<file path="src/rtl/demux_1to2_buf.sv">
// demux_1to2_buf
// Buffered 1-to-2 demultiplexer. One input stream (data_i/select_i/valid_i,
// ready_o) is steered by select_i into one of two single-entry output lanes,
// each with its own valid/ready handshake and a wrapping delivery counter.
//
// Ports
//   clk_i              clock, rising edge
//   rst_i              synchronous reset, active-high
//   data_i, select_i   input word and destination lane (0 or 1)
//   valid_i, ready_o   input handshake; ready_o is combinational
//   data0_o, valid0_o  lane 0 output word and valid
//   ready0_i           lane 0 consumer ready
//   data1_o, valid1_o  lane 1 output word and valid
//   ready1_i           lane 1 consumer ready
//   count0_o, count1_o words delivered per lane, modulo 2^CNT_W
//
// Lane states (identical for both lanes)
//   state | meaning
//   EMPTY | no word held, validk_o = 0
//   FULL  | word held in datak_o, validk_o = 1, waiting for readyk_i
module demux_1to2_buf #(
  parameter int size  = 32,
  parameter int CNT_W = 8
) (
  input  logic             clk_i,
  input  logic             rst_i,
  input  logic [size-1:0]  data_i,
  input  logic             select_i,
  input  logic             valid_i,
  output logic             ready_o,
  output logic [size-1:0]  data0_o,
  output logic             valid0_o,
  input  logic             ready0_i,
  output logic [size-1:0]  data1_o,
  output logic             valid1_o,
  input  logic             ready1_i,
  output logic [CNT_W-1:0] count0_o,
  output logic [CNT_W-1:0] count1_o
);

  typedef enum logic {
    EMPTY = 1'b0,
    FULL  = 1'b1
  } lane_state_t;

  lane_state_t state0;
  lane_state_t state1;

  logic lane0_free;
  logic lane1_free;
  logic xfer;
  logic fill0;
  logic fill1;
  logic deliver0;
  logic deliver1;

  assign valid0_o = (state0 == FULL);
  assign valid1_o = (state1 == FULL);

  // A lane can take a word if it is empty or is being drained this cycle,
  // which gives one-word-per-cycle pass-through into a lane with ready high.
  assign lane0_free = ~valid0_o | ready0_i;
  assign lane1_free = ~valid1_o | ready1_i;

  // Only the selected lane gates the input. During reset the lanes are being
  // cleared, so the input side reports ready; the accepted word is discarded
  // because reset dominates every state update below.
  assign ready_o = rst_i | (select_i ? lane1_free : lane0_free);

  assign xfer     = valid_i & ready_o & ~rst_i;
  assign fill0    = xfer & ~select_i;
  assign fill1    = xfer &  select_i;
  assign deliver0 = valid0_o & ready0_i;
  assign deliver1 = valid1_o & ready1_i;

  always_ff @(posedge clk_i) begin
    if (rst_i) begin
      state0   <= EMPTY;
      state1   <= EMPTY;
      data0_o  <= '0;
      data1_o  <= '0;
      count0_o <= '0;
      count1_o <= '0;
    end else begin
      // Lane 0: a fill wins over a delivery so a same-cycle refill stays FULL.
      if (fill0) begin
        state0  <= FULL;
        data0_o <= data_i;
      end else if (deliver0) begin
        state0 <= EMPTY;
      end
      if (deliver0) begin
        count0_o <= count0_o + CNT_W'(1);
      end

      if (fill1) begin
        state1  <= FULL;
        data1_o <= data_i;
      end else if (deliver1) begin
        state1 <= EMPTY;
      end
      if (deliver1) begin
        count1_o <= count1_o + CNT_W'(1);
      end
    end
  end

endmodule

</file>
<file path="config.mk">
export PLATFORM = sky130hd
export DESIGN_NAME = demux_1to2_buf
export DESIGN_NICKNAME = d
export VERILOG_FILES = /design/src/rtl/demux_1to2_buf.sv
export SDC_FILE = /design/constraint.sdc
export NUM_CORES = 1
export LEC_CHECK = 0
export CAP_MARGIN = 20
export CORE_MARGIN = 2
export CORE_UTILIZATION = 47
export DETAILED_ROUTE_END_ITERATION = 10
export PLACE_DENSITY = 0.84
export REMOVE_ABC_BUFFERS = 1
export SLEW_MARGIN = 30
export SYNTH_ARGS = -nofsm -noshare
export SYNTH_HDL_FRONTEND = slang
export SYNTH_SLANG_ARGS = --single-unit
</file>
<file path="constraint.sdc">
create_clock -name clk_i -period 2.4 [get_ports clk_i]
set_input_delay 0.72 -clock clk_i [delete_from_list [all_inputs] [get_ports clk_i]]
set_output_delay 0.72 -clock clk_i [all_outputs]
set_load 0.02 [all_outputs]
</file>
==> flow_summary.json, run 1 <==
{
  "outcome": "completed",
  "skew_ns": 0.0134,
  "maxCapViolCount": 0,
  "switching_share_pct": 27.7,
  "dpl_cell_area_um2": 4580,
  "fin_crit_sh_pct": 96.4,
  "crit_path_start_kind": "primary input",
  "cp-end-kind": "output pin",
  "grt_pass1_vias": 3117,
  "core_area_um2": 6760,
  "clk_pin_slew_ns": 0.09,
  "grt_max_degree": 89,
  "p_int_mw": 2.03,
  "synthTopCellsByArea": "dfxtp_1 51%, a21oi_1 12%, nand3_1 11%, o21ai_0 9.4%, clkbuf_1 1.6%",
  "grt_pass1_wl_um": 15100,
  "pwr-share-seq_pct": 51.2,
  "place_inst": 568,
  "comb_power_share_pct": 15.2,
  "syn_avg_cell_area_um2": 8.28,
  "synthCells": 392,
  "final_net_count": 539,
  "gp_congestion": 0.773,
  "ant_nets": 0,
  "post_cts_buffers": 0,
  "dpl.hpwl_um": 5800,
  "netlist_area_um2": 3250,
  "utilization_pct": 70.6,
  "vias": 3381,
  "powerDensity_nw_per_um2": 589,
  "start_util_pct": 48.0,
  "switching_power_mw": 0.779,
  "fill_cells": 528,
  "drc_errors": 0,
  "wl_per_cell_um": 15.7,
  "p_clk_share_pct": 33.5,
  "dieArea_um2": 7590,
  "synth_top_area_cell": "dfxtp_1",
  "synth_cell_types": 27,
  "yosysTopAreaCellShare_pct": 50.6,
  "io_pins": 121,
  "crit_start": "ready1_i",
  "whs_path_depth": 2,
  "clock_path_buffers": 2,
  "reg2reg_slack_ns": 0.98,
  "design_area_um2": 4770,
  "period_needed_ns": 2.31,
  "tightest_slew_ns": 0.372,
  "cts_root_buffer": "clkbuf_8",
  "antenna_found_initial": 0,
  "yosysWarnings": 0,
  "fin_cells": 584,
  "synthToLayoutAreaGrowth_pct": 46.9,
  "slew_headroom_pct": 75.2,
  "fp.dieW_um": 87.1,
  "rsz0062_at_grt": "false",
  "ctsHtreeMaxLevel": 3,
  "dr.pass1.iters": 4,
  "drive_above_1_share_pct": 7.34,
  "max_freq_mhz": 432,
  "wirelength_um": 9170,
  "worstPathArrival_ns": 1.59,
  "tns_ns": 0,
  "core.rowCount": 30,
  "vdd_drop_max_v": 0.000375,
  "n_antenna_cell": 0,
  "hold_buffers": 0,
  "total_power_mw": 2.81,
  "crit_path_end": "ready_o",
  "r2r_end": "count1_o[7]",
  "cts_tree": "built",
  "overflow": 0,
  "hp-class": "flop to flop",
  "yosysSeqAreaShare_pct": 50.6,
  "worstRegToRegCells": 4,
  "hold_violations": 0,
  "vias_per_cell": 5.79,
  "required_ns": 1.68,
  "clock_sinks": 82,
  "p_leak_nw": 1.61,
  "r2r_start": "valid1_o",
  "cts_made_buffers": 9,
  "ys_ff_latch": 82,
  "path_max_fanout": 2,
  "port_buffers": 120,
  "setup_viol": 0,
  "crit_type": "primary input to output pin",
  "grt_usage_pct": 25.0,
  "die_y_um": 87.1,
  "first_iter_violations": 261,
  "clkLatencyLatePin_ns": 0.36,
  "drv_slew": 0
}
-- power by group through the flow --
stage | registers [mW] | logic, mW | clock network [mW]
after floorplan | 1.54 | 0.0975 | 0
after global placement | 1.47 | 0.420 | 0
after detailed placement | 1.47 | 0.428 | 0
after CTS | 1.44 | 0.428 | 0.958
after global routing | 1.45 | 0.460 | 1.01
final | 1.44 | 0.427 | 0.942
-- metrics by stage --
step / hold WS (ns) / worst slack, ns
floorplan: 0.545 / -0.192
global placement: 0.461 / -0.424
detailed placement: 0.467 / -0.491
CTS: 0.478 / 0.0734
global route: 0.506 / 0.0491
finish: 0.476 / 0.0861
-- layout make-up --
type	count	area, um^2	area share (%)
multi-input cells	270	1450	30.3
inverters	2	7.51	0.157
well taps	80	100	2.10
clock buffers	10	138	2.89
flip-flops and latches	82	1640	34.4
clock inverters	6	48.8	1.02
repair buffers	134	1390	29.1
-- critical path: stages --
cell and delay, ns:
dlygate4sd2_1 0.24, or2b_1 0.24, mux2i_1 0.16, nand2b_1 0.10, buf_6 0.14
-- repair_timing --
action / CTS / global route
setup endpoints to repair: 1 / 0
resized for setup: 9 / 0
hold endpoints to repair: 0 / 0
-- logic make-up after synthesis --
group / after synthesis / share of synthesized area (%)
compound gates: 148 / 23.1
xor+xnor: 4 / 1.08
fa+ha+maj: 2 / 0.771
buf+inv: 40 / 5.28
flops: 82 / 50.6
mux: 3 / 1.00
simple gates: 113 / 18.2
-- registers in the layout, indices dropped and copies added, names as in the netlist --
register,count
data0_o,32
data1_o,32
count0_o,8
count1_o,8
valid0_o,1
valid1_o,1
-- Yosys cell counts --
cell      count
a21oi_1      76
or3b_1        2
dfxtp_1      82
mux2i_1       1
or4_1         4
buf_2         8
nand3_1      72
o21ai_0      61
or3_1         4
nand2b_1      2
nand4_1       4
nor2_1        8
buf_4         1
or2b_1        2
o31ai_1       4
mux2_2        2
buf_1         9
nor2b_1       3
and2_1        1
nand2_1       9
xor2_1        4
clkbuf_2      6
ha_1          2
inv_1         2
nor3b_1       2
o21ai_1       7
clkbuf_1     14
-- worst min path at each step --
stage,from,to,slack (ns)
final,data1_o[30],data1_o[30],0.48
after global routing,data1_o[0],data1_o[0],0.51
after CTS,data1_o[5],data1_o[5],0.48
after detailed placement,data1_o[30],data1_o[30],0.47
after global placement,data1_o[15],data1_o[15],0.46
after floorplan,count0_o[7],count0_o[7],0.55
-- placed cells by master (no fill, tap or decap), drive strengths merged, types with 3 or more instances in the layout --
cell type	n
clkbuf	10
inv	4
buf	16
nand4	4
clkdlybuf4s50	115
nor2	8
nor2b	3
nand3	72
xor2	4
dlygate4sd2	3
or4	4
o21ai	68
o31ai	4
nand2	9
clkinvlp	3
or3	4
dfxtp	82
a21oi	76
-- routing by layer --
layer,vias to the layer above,global-route usage [%],wire (um)
li1,1621,-,-
met1,1608,32.5,4020
met2,139,40.6,4320
met3,13,6.07,694
met4,0,8.95,136
met5,-,0,0
No activity file was read; power rests on OpenSTA's default activity.
==> run 2: changes to the inputs <==
--- a/config.mk
+++ b/config.mk
@@ -6,7 +6,7 @@
 export NUM_CORES = 1
 export LEC_CHECK = 0
 export CAP_MARGIN = 20
-export CORE_MARGIN = 2
+export CORE_MARGIN = 4
 export CORE_UTILIZATION = 47
 export DETAILED_ROUTE_END_ITERATION = 10
 export PLACE_DENSITY = 0.84
==> flow_summary.json, run 2 (synthesis gave the netlist of run 1 again) <==
{
  "clkLatencyLatePin_ns": 0.35,
  "vias_per_cell": 5.87,
  "powerDensity_nw_per_um2": 600,
  "grt_pass1_vias": 3242,
  "maxCapViolCount": 0,
  "clock_path_buffers": 2,
  "core.rowCount": 30,
  "fin_cells": 585,
  "setup_viol": 0,
  "required_ns": 1.68,
  "port_buffers": 120,
  "drive_above_1_share_pct": 7.13,
  "grt_max_degree": 89,
  "n_antenna_cell": 0,
  "design_area_um2": 4780,
  "ctsHtreeMaxLevel": 3,
  "gp_congestion": 0.803,
  "crit_chain": "dlygate4sd2_1 -> or2b_1 -> mux2i_1 -> nand2b_1 -> buf_6",
  "dpl_cell_area_um2": 4580,
  "cts_made_buffers": 9,
  "overflow": 0,
  "crit_path_start_kind": "primary input",
  "top_regs": "data0_o (32), data1_o (32)",
  "fill_cells": 542,
  "skew_ns": 0.00866,
  "slew_headroom_pct": 74.5,
  "final_net_count": 540,
  "pwr-share-seq_pct": 50.2,
  "worst_path_largest_cell_delay_ns": 0.24,
  "rsz0062_at_grt": "false",
  "hold_violations": 0,
  "outcome": "completed",
  "wirelength_um": 9920,
  "path_max_fanout": 2,
  "fin_crit_sh_pct": 97.2,
  "cp-end-kind": "output pin",
  "final_cell_mix": "115 x clkdlybuf4s50_1, 82 x dfxtp_1, 76 x a21oi_1",
  "hp-class": "flop to flop",
  "core_area_um2": 6760,
  "start_util_pct": 48.0,
  "tightest_slew_ns": 0.383,
  "switching_power_mw": 0.743,
  "crit_type": "primary input to output pin",
  "drc_errors": 0,
  "antenna_found_initial": 0,
  "layout_commonest_cell": "clkdlybuf4s50_1",
  "drv_slew": 0,
  "dpl.hpwl_um": 6310,
  "grt_usage_pct": 23.5,
  "dr.pass1.iters": 5,
  "cts_tree": "built",
  "worstPathArrival_ns": 1.61,
  "io_pins": 121,
  "period_needed_ns": 2.33,
  "clock_sinks": 82,
  "die_y_um": 91.1,
  "clk_pin_slew_ns": 0.08,
  "p_clk_share_pct": 34.8,
  "grt_pass1_wl_um": 15900,
  "p_int_mw": 2.13,
  "total_power_mw": 2.87,
  "cts_root_buffer": "clkbuf_8",
  "ant_nets": 0,
  "max_freq_mhz": 428,
  "p_leak_nw": 1.62,
  "wl_per_cell_um": 17.0,
  "switching_share_pct": 25.9,
  "comb_power_share_pct": 15.0,
  "vdd_drop_max_v": 0.000321,
  "first_iter_violations": 293,
  "vias": 3433,
  "fp.dieW_um": 91.1,
  "slowest_stage": "dlygate4sd2_1",
  "synthToLayoutAreaGrowth_pct": 47.4,
  "dieArea_um2": 8300,
  "place_inst": 568
}
==> run 2: cell count changes in the layout (fill, tap and decap cells not counted) <==
cell        delta
inv_6          -2
clkinvlp_4     -2
clkbuf_1       +2
bufinv_16      +1
clkinv_2       +1
buf_4          +1
==> run 2: power by group through the flow <==
stage	registers [mW]	clock network [mW]	logic (mW)
6_report	1.44	0.999	0.431
4_1_cts	1.44	1.03	0.430
3_3_place_gp	1.47	0	0.420
5_1_grt	1.45	1.08	0.460
3_5_place_dp	1.47	0	0.429
2_1_floorplan	1.54	0	0.0975
==> run 2: area by class of cell <==
cell class                 count  area [um^2]  area share (%)
multi-input combinational    270         1450            30.2
sequential                    82         1640            34.3
tap                           80          100            2.09
clock inverter                 4         51.3            1.07
clock buffer                  12          145            3.03
inverter                       2         7.51           0.157
timing repair buffer         135         1390            29.1
==> run 2: timing repair <==
action	in CTS	in global routing
buffers inserted	1	0
resized for setup	9	0
endpoints found under the setup margin	1	0
hold buffers	0	0
==> run 2: metal layers <==
layer	track usage, %	up-vias	share of wire [%]
met5	0	-	0
met4	10.8	0	2.1
met3	5.47	24	7.9
met2	38.3	182	48
met1	29.3	1608	42
li1	-	1619	-
==> run 2: critical path, delay by kind of cell <==
family	cells	cell delay, ns
mux	1	0.17
simple gates	2	0.34
buf+inv	2	0.38
==> run 2: path summary, 6_finish.rpt <==
kind	depth (start not counted)	end	from	slack, ns
hold / removal	2	data1_o[10]	data1_o[10]	0.48
setup / recovery	5	ready_o	ready1_i	0.07
hold reg to reg	2	data1_o[10]	data1_o[10]	0.48
setup reg to reg	4	count0_o[7]	valid0_o	1.02
==> run 2: per-stage QoR <==
step / hold WS [ns] / utilization, % / worst slack (ns) / TNS (ns)
6_report: 0.479 / 70.8 / 0.0660 / 0
5_1_grt: 0.498 / 70.8 / 0.00493 / 0
4_1_cts: 0.477 / 70.8 / 0.0626 / 0
3_5_place_dp: 0.466 / 67.8 / -0.502 / -0.502
3_3_place_gp: 0.460 / 67.8 / -0.430 / -0.430
2_1_floorplan: 0.545 / - / -0.192 / -7.51
